### src/rtl/sha3_pad_blk.sv
// SHA-3 multi-rate padder: packs a byte-counted 64-bit word stream into 25-lane Keccak blocks.
// Define PADDER_SHAKE_EN to pad with the SHAKE domain byte 0x1F instead of the SHA-3 byte 0x06.
module sha3_pad_blk #(
    parameter int unsigned RATE_LANES = 17
) (
    input  logic        clk,
    input  logic        rst,
    input  logic        pushin,
    output logic        stopin,
    input  logic        firstin,
    input  logic        lastin,
    input  logic [3:0]  nbytes,
    input  logic [63:0] din,
    output logic        pushout,
    input  logic        stopout,
    output logic        firstout,
    output logic        lastout,
    output logic [63:0] dout
);
`ifdef PADDER_SHAKE_EN
    localparam logic [7:0] PadD = 8'h1F;
`else
    localparam logic [7:0] PadD = 8'h06;
`endif
    localparam logic [4:0]  LastRate = 5'(RATE_LANES - 1);
    localparam logic [4:0]  LastLane = 5'd24;
    localparam logic [63:0] PadTop   = 64'h8000_0000_0000_0000;

    typedef enum logic [1:0] {StIdle, StData, StPad, StCap} state_e;

    state_e      state_q;
    logic [4:0]  lane_q;
    logic        pushout_q, firstout_q, lastout_q;
    logic [63:0] dout_q;
    logic        msg_end_q;   // last word of the message has been taken
    logic        pad_done_q;  // final 0x80 has been emitted; this block ends the message
    logic        d_placed_q;  // domain byte already emitted

    logic        load, accept, rate_end;
    logic [3:0]  nb;
    logic [63:0] byte_mask, word_pad, pad_lane;
    logic [4:0]  lane_inc;

    always_comb begin
        load     = !pushout_q || !stopout;
        stopin   = (state_q != StIdle && state_q != StData) || (pushout_q && stopout);
        accept   = pushin && !stopin;
        rate_end = (lane_q == LastRate);
        lane_inc = (lane_q == LastLane) ? 5'd0 : lane_q + 5'd1;
        nb       = (!lastin || nbytes > 4'd8) ? 4'd8 : nbytes;
        for (int k = 0; k < 8; k++) begin
            byte_mask[8*k +: 8] = (4'(k) < nb) ? 8'hFF : 8'h00;
        end
        // A shift by 64 (nb == 8) yields zero, so a full last word gets no in-lane D.
        word_pad = (din & byte_mask);
        if (lastin) begin
            word_pad = word_pad | (64'(PadD) << {nb, 3'b000});
            if (rate_end && nb != 4'd8) begin
                word_pad = word_pad | PadTop;
            end
        end
        pad_lane = d_placed_q ? 64'h0 : 64'(PadD);
        if (rate_end) begin
            pad_lane = pad_lane | PadTop;
        end
    end

    always_ff @(posedge clk or posedge rst) begin
        if (rst) begin
            state_q    <= StIdle;
            lane_q     <= '0;
            pushout_q  <= 1'b0;
            firstout_q <= 1'b0;
            lastout_q  <= 1'b0;
            dout_q     <= '0;
            msg_end_q  <= 1'b0;
            pad_done_q <= 1'b0;
            d_placed_q <= 1'b0;
        end else if (load) begin
            pushout_q  <= 1'b0;
            firstout_q <= 1'b0;
            lastout_q  <= 1'b0;
            unique case (state_q)
                StIdle, StData: begin
                    // In IDLE only a word flagged firstin opens a message; others are dropped.
                    if (accept && (state_q == StData || firstin)) begin
                        pushout_q  <= 1'b1;
                        firstout_q <= (state_q == StIdle);
                        dout_q     <= word_pad;
                        lane_q     <= lane_inc;
                        msg_end_q  <= lastin;
                        d_placed_q <= lastin && (nb != 4'd8);
                        pad_done_q <= lastin && (nb != 4'd8) && rate_end;
                        if (rate_end) begin
                            state_q <= StCap;
                        end else if (lastin) begin
                            state_q <= StPad;
                        end else begin
                            state_q <= StData;
                        end
                    end
                end
                StPad: begin
                    pushout_q  <= 1'b1;
                    dout_q     <= pad_lane;
                    d_placed_q <= 1'b1;
                    lane_q     <= lane_inc;
                    if (rate_end) begin
                        state_q    <= StCap;
                        pad_done_q <= 1'b1;
                    end
                end
                StCap: begin
                    pushout_q <= 1'b1;
                    dout_q    <= '0;
                    lane_q    <= lane_inc;
                    if (lane_q == LastLane) begin
                        lastout_q <= pad_done_q;
                        if (pad_done_q) begin
                            state_q <= StIdle;
                        end else if (msg_end_q) begin
                            state_q <= StPad;
                        end else begin
                            state_q <= StData;
                        end
                    end
                end
            endcase
        end
    end

    assign pushout  = pushout_q;
    assign firstout = firstout_q;
    assign lastout  = lastout_q;
    assign dout     = dout_q;

endmodule
### config.mk
export PLATFORM = sky130hd
export DESIGN_NAME = sha3_pad_blk
export DESIGN_NICKNAME = d
export VERILOG_FILES = /design/src/rtl/sha3_pad_blk.sv
export SDC_FILE = /design/constraint.sdc
export NUM_CORES = 1
export LEC_CHECK = 0
export ABC_AREA = 1
export ABC_CLOCK_PERIOD_IN_PS = 3500
export CAP_MARGIN = 5
export CORE_MARGIN = 5
export CORE_UTILIZATION = 35
export DETAILED_ROUTE_END_ITERATION = 6
export PLACE_DENSITY_LB_ADDON = 0.25
export SLEW_MARGIN = 20
export SYNTH_ARGS = -nofsm -noshare
export SYNTH_HDL_FRONTEND = slang
export SYNTH_SLANG_ARGS = --single-unit
### constraint.sdc
create_clock -name clk -period 3.5 [get_ports clk]
set_input_delay 0.7 -clock clk [delete_from_list [all_inputs] [get_ports clk]]
set_output_delay 0.7 -clock clk [all_outputs]
set_load 0.05 [all_outputs]
==> impl_metrics.yaml, run 1 <==
clocking:
  cts.repair.resized: 0
  root_buffer: "clkbuf_8"
  clock-sinks: 77
  numCtsBuffers: 9
  clkLatencyLatePin_ns: 0.34
  postCtsSetupBuffers: 0
  cts_tree: "yes"
  cts_buffer_depth: 2
  clkSlewWorstSetupHoldPaths_ns: 0.07
  htreeDepth: 3
  cts_hold_buf: 0
final_layout:
  n_antenna_cell: 0
  fin_nets: 627
  multiInputGateArea_um2: 1330
  layout-drive-gt1-share_pct: 6.50
  regArea_um2: 1930
  areaGrowthSynthToFinish_pct: 49.0
  n_fill_cell: 942
worst_setup_path:
  r2r-end: "dout[34]"
  ff2ff_setup_slack_ns: 1.31
  reg2regPathDepth: 7
  cp-end-kind: "output port"
  worstSetupStartpointType: "input port"
  critPathMaxStageDelay_ns: 0.82
  critical_path.slowest_cell: "clkdlybuf4s50_1"
  required_ns: 2.80
  cp.arrival_ns: 2.22
  path_class: "in -> out"
  timing.critical_path.cells: "clkdlybuf4s50_1, nand2_2, nand2_2, clkdlybuf4s50_1"
  r2r-start: "state_q[1]"
  cpLargestDelayFamily: "buffers and inverters"
  path_buf_inv: 2
  setup.worst_path.start: "stopout"
  crit_fanout: 5
routing:
  met2_length_mm: 4.57
  viasPerCell: 4.70
  wl_per_cell_um: 14.5
  vias: 3227
  remaining_drc_errors: 0
  top_layer: "met4"
  wl_met3_mm: 1.06
  ant_nets: 0
  drt_wl_total_mm: 9.94
  drt_iter0_drc: 225
  drtPass1Iterations: 4
  wl_met1_mm: 4.20
hold_path:
  min_to: "dout[56]"
  hold_depth: 2
  hold_start: "dout[56]"
  hold_class: "reg -> reg"
placement:
  hpwl_mm: 7.40
  io_buffers: 141
  place_congestion: 0.812
  place_ws_ns: 0.587
yosys:
  ys_ff_latch: 77
  synth_cell_types: 27
  yosysMostFrequentCell: "nand2_1"
  synth_common_cells: "nand2_1 (164), dfrtp_1 (77), nand3_1 (49)"
  synth.area.top_cells: "dfrtp_1 (55%), nand2_1 (18%), nand3_1 (7.1%), inv_1 (2.5%), o21ai_1 (2.4%)"
  synth_top_area_share_pct: 55.5
  synthCells: 412
  postSynth.asyncResetShare_pct: 100
  ys_warn_count: 0
  ys.flop_type: "dfrtp_1"
  avgSynthCellArea_um2: 8.43
  synth_edf_count: 0
  seq_area_frac_synth_pct: 55.5
  syn_nets: 488
  synth_area_um2: 3470
  synth.largest_area_cell: "dfrtp_1"
status:
  status: "finished clean"
timing:
  worst_slack_ns: 0.583
  setup_tns_ns: 0
  period_needed_ns: 2.92
  fmax_ghz: 0.343
  post-route-period-util_pct: 83.3
  drv_slew: 0
  maxSlewHeadroom_pct: 55.2
  rsz0062_at_grt: "false"
  worst_slew_pin_slew_ns: 0.672
  skew_ns: 0.00619
  finalHoldViolCount: 0
  setup_viol: 0
  hold_ws_ns: 0.482
run:
  cap_violations: 0
floorplanning:
  boundaryPins: 142
  core_area_um2: 9730
  std_cell_rows: 36
  die_y_um: 110
  die_area_um2: 12000
  die_x_um: 110
  start_util_pct: 35.7
power_and_ir_drop:
  irDropWorstVdd_mv: 0.391
  p_per_area_nw_per_um2: 907
  power.leakage_nw: 2.47
global_routing:
  grt_antenna_before_repair: 0
  grt_pass1_vias: 3266
  track_usage_pct: 17.1
  grt_overflow_total: 0
  grt_max_degree: 43
  grt_pass1_wl_mm: 16.1
metal layers:
metal  vias up  global-route usage (%)
li1       1597                       -
met1      1492                    22.5
met2       131                    26.3
met3         7                    6.58
met4         0                    4.63
met5         -                       0
where the power goes:
part	internal [mW]	leakage, nW	total [mW]	switching [mW]
combinational	0.805	1.35	2.55	1.75
clock	0.391	0.101	0.713	0.322
sequential	1.22	1.02	1.43	0.206
total	2.42	2.47	4.69	2.28
cell usage in the layout, fill, tap and decap left out:
| master | synthesis | routed |
|---|---|---|
| nand2_1 | 164 | 164 |
| clkdlybuf4s50_1 | 0 | 141 |
| dfrtp_1 | 77 | 77 |
| nand3_1 | 49 | 49 |
| inv_1 | 23 | 22 |
| o21ai_1 | 17 | 17 |
| o21ai_0 | 16 | 16 |
| nor2_1 | 12 | 12 |
| clkbuf_8 | 0 | 9 |
| nand2_2 | 6 | 6 |
| o211ai_1 | 6 | 6 |
| clkinv_2 | 1 | 4 |
| nand4_1 | 4 | 4 |
| a21oi_1 | 3 | 3 |
| xor2_1 | 3 | 3 |
| inv_2 | 2 | 2 |
| nor2_2 | 2 | 2 |
| o21ai_2 | 2 | 2 |
| ha_1 | 2 | 2 |
| bufinv_16 | 0 | 2 |
| buf_4 | 3 | 2 |
| nor2_4 | 1 | 1 |
| a21oi_2 | 1 | 1 |
| or2_2 | 1 | 1 |
| nor3_1 | 1 | 1 |
| inv_4 | 1 | 1 |
| a31oi_1 | 1 | 1 |
| a21oi_4 | 1 | 1 |
| clkinvlp_4 | 0 | 1 |
| buf_12 | 0 | 1 |
cell families (layout without fill, tap and decap cells):
group | count (synthesis) | count (layout) | synth area share [%]
and+or+nand+nor | 240 | 240 | 28.9
AOI/OAI and AO/OA | 47 | 47 | 7.89
DFF | 77 | 77 | 55.5
buffers and inverters | 43 | 185 | 6.27
adders and majority gates | 2 | 2 | 0.720
xor gates and xnor gates | 3 | 3 | 0.757
state kept, by name, summed over array words and instances (netlist names):
signal and cells:
lane_q 5, state_q 2, dout 64, firstout 1, d_placed_q 1, pad_done_q 1, lastout 1, msg_end_q 1
pushout 1
stage by stage:
stage,cells,util [%],power [mW],cell area (um2)
3_3_place_gp,673,51.1,3.97,4970
5_1_grt,687,53.2,5.00,5180
6_report,687,53.2,4.69,5180
3_5_place_dp,673,51.1,4.02,4970
2_1_floorplan,412,-,3.17,3470
4_1_cts,687,53.2,4.75,5180
tightest hold or removal path, stage by stage, from the launching register on:
cell and delay, ns:
dfrtp_1 0.34, nand2_1 0.05, nand2_1 0.05
area by class of cell:
class / count / share of cell area [%]
repair buffers: 144 / 27.9
flip-flops and latches: 77 / 37.2
clock inverters: 5 / 1.50
multi-input cells: 292 / 25.7
well taps: 133 / 3.21
clock buffers: 9 / 2.39
inverters: 27 / 2.05
how the worst max path moves through the flow:
stage,end,slack (ns),depth (start not counted)
floorplan,d_placed_q,0.83,1
global placement,stopin,0.61,4
detailed placement,stopin,0.59,4
CTS,stopin,0.58,4
global route,stopin,0.54,4
finish,stopin,0.58,4
Note: power is estimated with default switching activity, not from simulation.
==> run 2: changes to the inputs <==
--- a/config.mk
+++ b/config.mk
@@ -6,7 +6,7 @@
 export NUM_CORES = 1
 export LEC_CHECK = 0
 export ABC_AREA = 1
-export ABC_CLOCK_PERIOD_IN_PS = 3500
+export ABC_CLOCK_PERIOD_IN_PS = 3000
 export CAP_MARGIN = 5
 export CORE_MARGIN = 5
 export CORE_UTILIZATION = 35
==> constraint.sdc (replaced) <==
create_clock -name clk -period 3 [get_ports clk]
set_input_delay 0.6 -clock clk [delete_from_list [all_inputs] [get_ports clk]]
set_output_delay 0.6 -clock clk [all_outputs]
set_load 0.05 [all_outputs]
==> impl_metrics.yaml, run 2 (synthesized netlist as in run 1, its figures left out) <==
worst_setup_path:
  cp.arrival_ns: 1.54
  path_class: "reg -> out"
  required_ns: 2.40
  timing.critical_path.cells: "clkdlybuf4s50_1"
  cpLargestDelayFamily: "buffers and inverters"
  worstSetupStartpointType: "flop"
  reg2regPathDepth: 7
  path_buf_inv: 1
  crit_fanout: 2
  critical_path.slowest_cell: "clkdlybuf4s50_1"
  worst-path-stages: 1
  cp-end-kind: "output port"
  critPathMaxStageDelay_ns: 0.83
clocking:
  clkSlewWorstSetupHoldPaths_ns: 0.09
  cts_tree: "yes"
  cts_hold_buf: 0
  postCtsSetupBuffers: 0
  cts.repair.resized: 0
  numCtsBuffers: 9
  clock-sinks: 77
  root_buffer: "clkbuf_8"
  clkLatencyLatePin_ns: 0.34
  cts_buffer_depth: 2
  htreeDepth: 3
timing:
  worst_slew_pin_slew_ns: 0.538
  setup_viol: 0
  fmax_ghz: 0.467
  period_needed_ns: 2.14
  post-route-period-util_pct: 71.3
  maxSlewHeadroom_pct: 64.0
  finalHoldViolCount: 0
  rsz0062_at_grt: "false"
  drv_slew: 0
  hold_ws_ns: 0.482
  setup_tns_ns: 0
  skew_ns: 0.0169
floorplanning:
  start_util_pct: 35.7
  std_cell_rows: 36
  die_area_um2: 12000
  core_area_um2: 9730
  boundaryPins: 142
  die_x_um: 110
  die_y_um: 110
routing:
  viasPerCell: 4.68
  ant_nets: 0
  drt_iter0_drc: 163
  vias: 3235
  drt_wl_total_mm: 9.94
  wl_per_cell_um: 14.4
  drtPass1Iterations: 4
  remaining_drc_errors: 0
global_routing:
  grt_antenna_before_repair: 0
  grt_pass1_wl_mm: 15.9
  grt_overflow_total: 0
  grt_pass1_vias: 3195
  grt_max_degree: 48
  track_usage_pct: 16.7
final_layout:
  n_antenna_cell: 0
  n_fill_cell: 941
  layout-drive-gt1-share_pct: 7.17
  mostFrequentLayoutCells: "nand2_1 (164), clkdlybuf4s50_1 (140), dfrtp_1 (77)"
  fin_nets: 629
  largest_reg_flops: 64
  fin_util_pct: 53.2
  areaGrowthSynthToFinish_pct: 49.1
  final_common_cell: "nand2_1"
placement:
  io_buffers: 141
  hpwl_mm: 7.33
  place_congestion: 0.786
power_and_ir_drop:
  p_per_area_nw_per_um2: 1050
  irDropWorstVdd_mv: 0.456
  power.leakage_nw: 2.47
run:
  cap_violations: 0
hold_path:
  hold_class: "reg -> reg"
  hold_depth: 2
status:
  status: "finished clean"
run 2: cell type report:
| type | count | area [um2] | share of cell area, % |
|---|---|---|---|
| Clock inverter | 6 | 63.8 | 1.23 |
| Clock buffer | 10 | 128 | 2.46 |
| Sequential cell | 77 | 1930 | 37.2 |
| Timing Repair Buffer | 146 | 1460 | 28.2 |
| Tap cell | 133 | 166 | 3.21 |
| Inverter | 27 | 106 | 2.05 |
| Multi-Input combinational cell | 292 | 1330 | 25.7 |
run 2: final timing paths:
kind / from / endpoint / slack (ns)
max in group asynchronous: rst / dout[35] / 1.69
setup / recovery: dout[18] / dout[18] / 0.86
hold / removal: dout[50] / dout[50] / 0.48
hold reg to reg: dout[50] / dout[50] / 0.48
min in group asynchronous: rst / dout[15] / 0.61
setup reg to reg: state_q[1] / dout[33] / 0.89
run 2: report_power, final:
part	total [mW]	internal [mW]	switching (mW)
Combinational	2.99	0.954	2.04
Clock	0.773	0.383	0.389
Sequential	1.67	1.42	0.244
Total	5.43	2.76	2.67
run 2: routing by layer:
layer	share of wire (%)	track usage, %
met1	43	22.2
met5	0	0
met3	9.8	6.17
met4	1.6	6.32
met2	46	25.0
run 2: metrics by stage:
step | cells | area, um2 | worst slack, ns | power, mW
global route | 691 | 5180 | 0.626 | 5.76
finish | 691 | 5180 | 0.861 | 5.43
floorplan | 412 | 3470 | 0.433 | 3.70
detailed placement | 675 | 4990 | 0.534 | 4.69
CTS | 691 | 5180 | 0.840 | 5.49
global placement | 675 | 4990 | 0.555 | 4.65
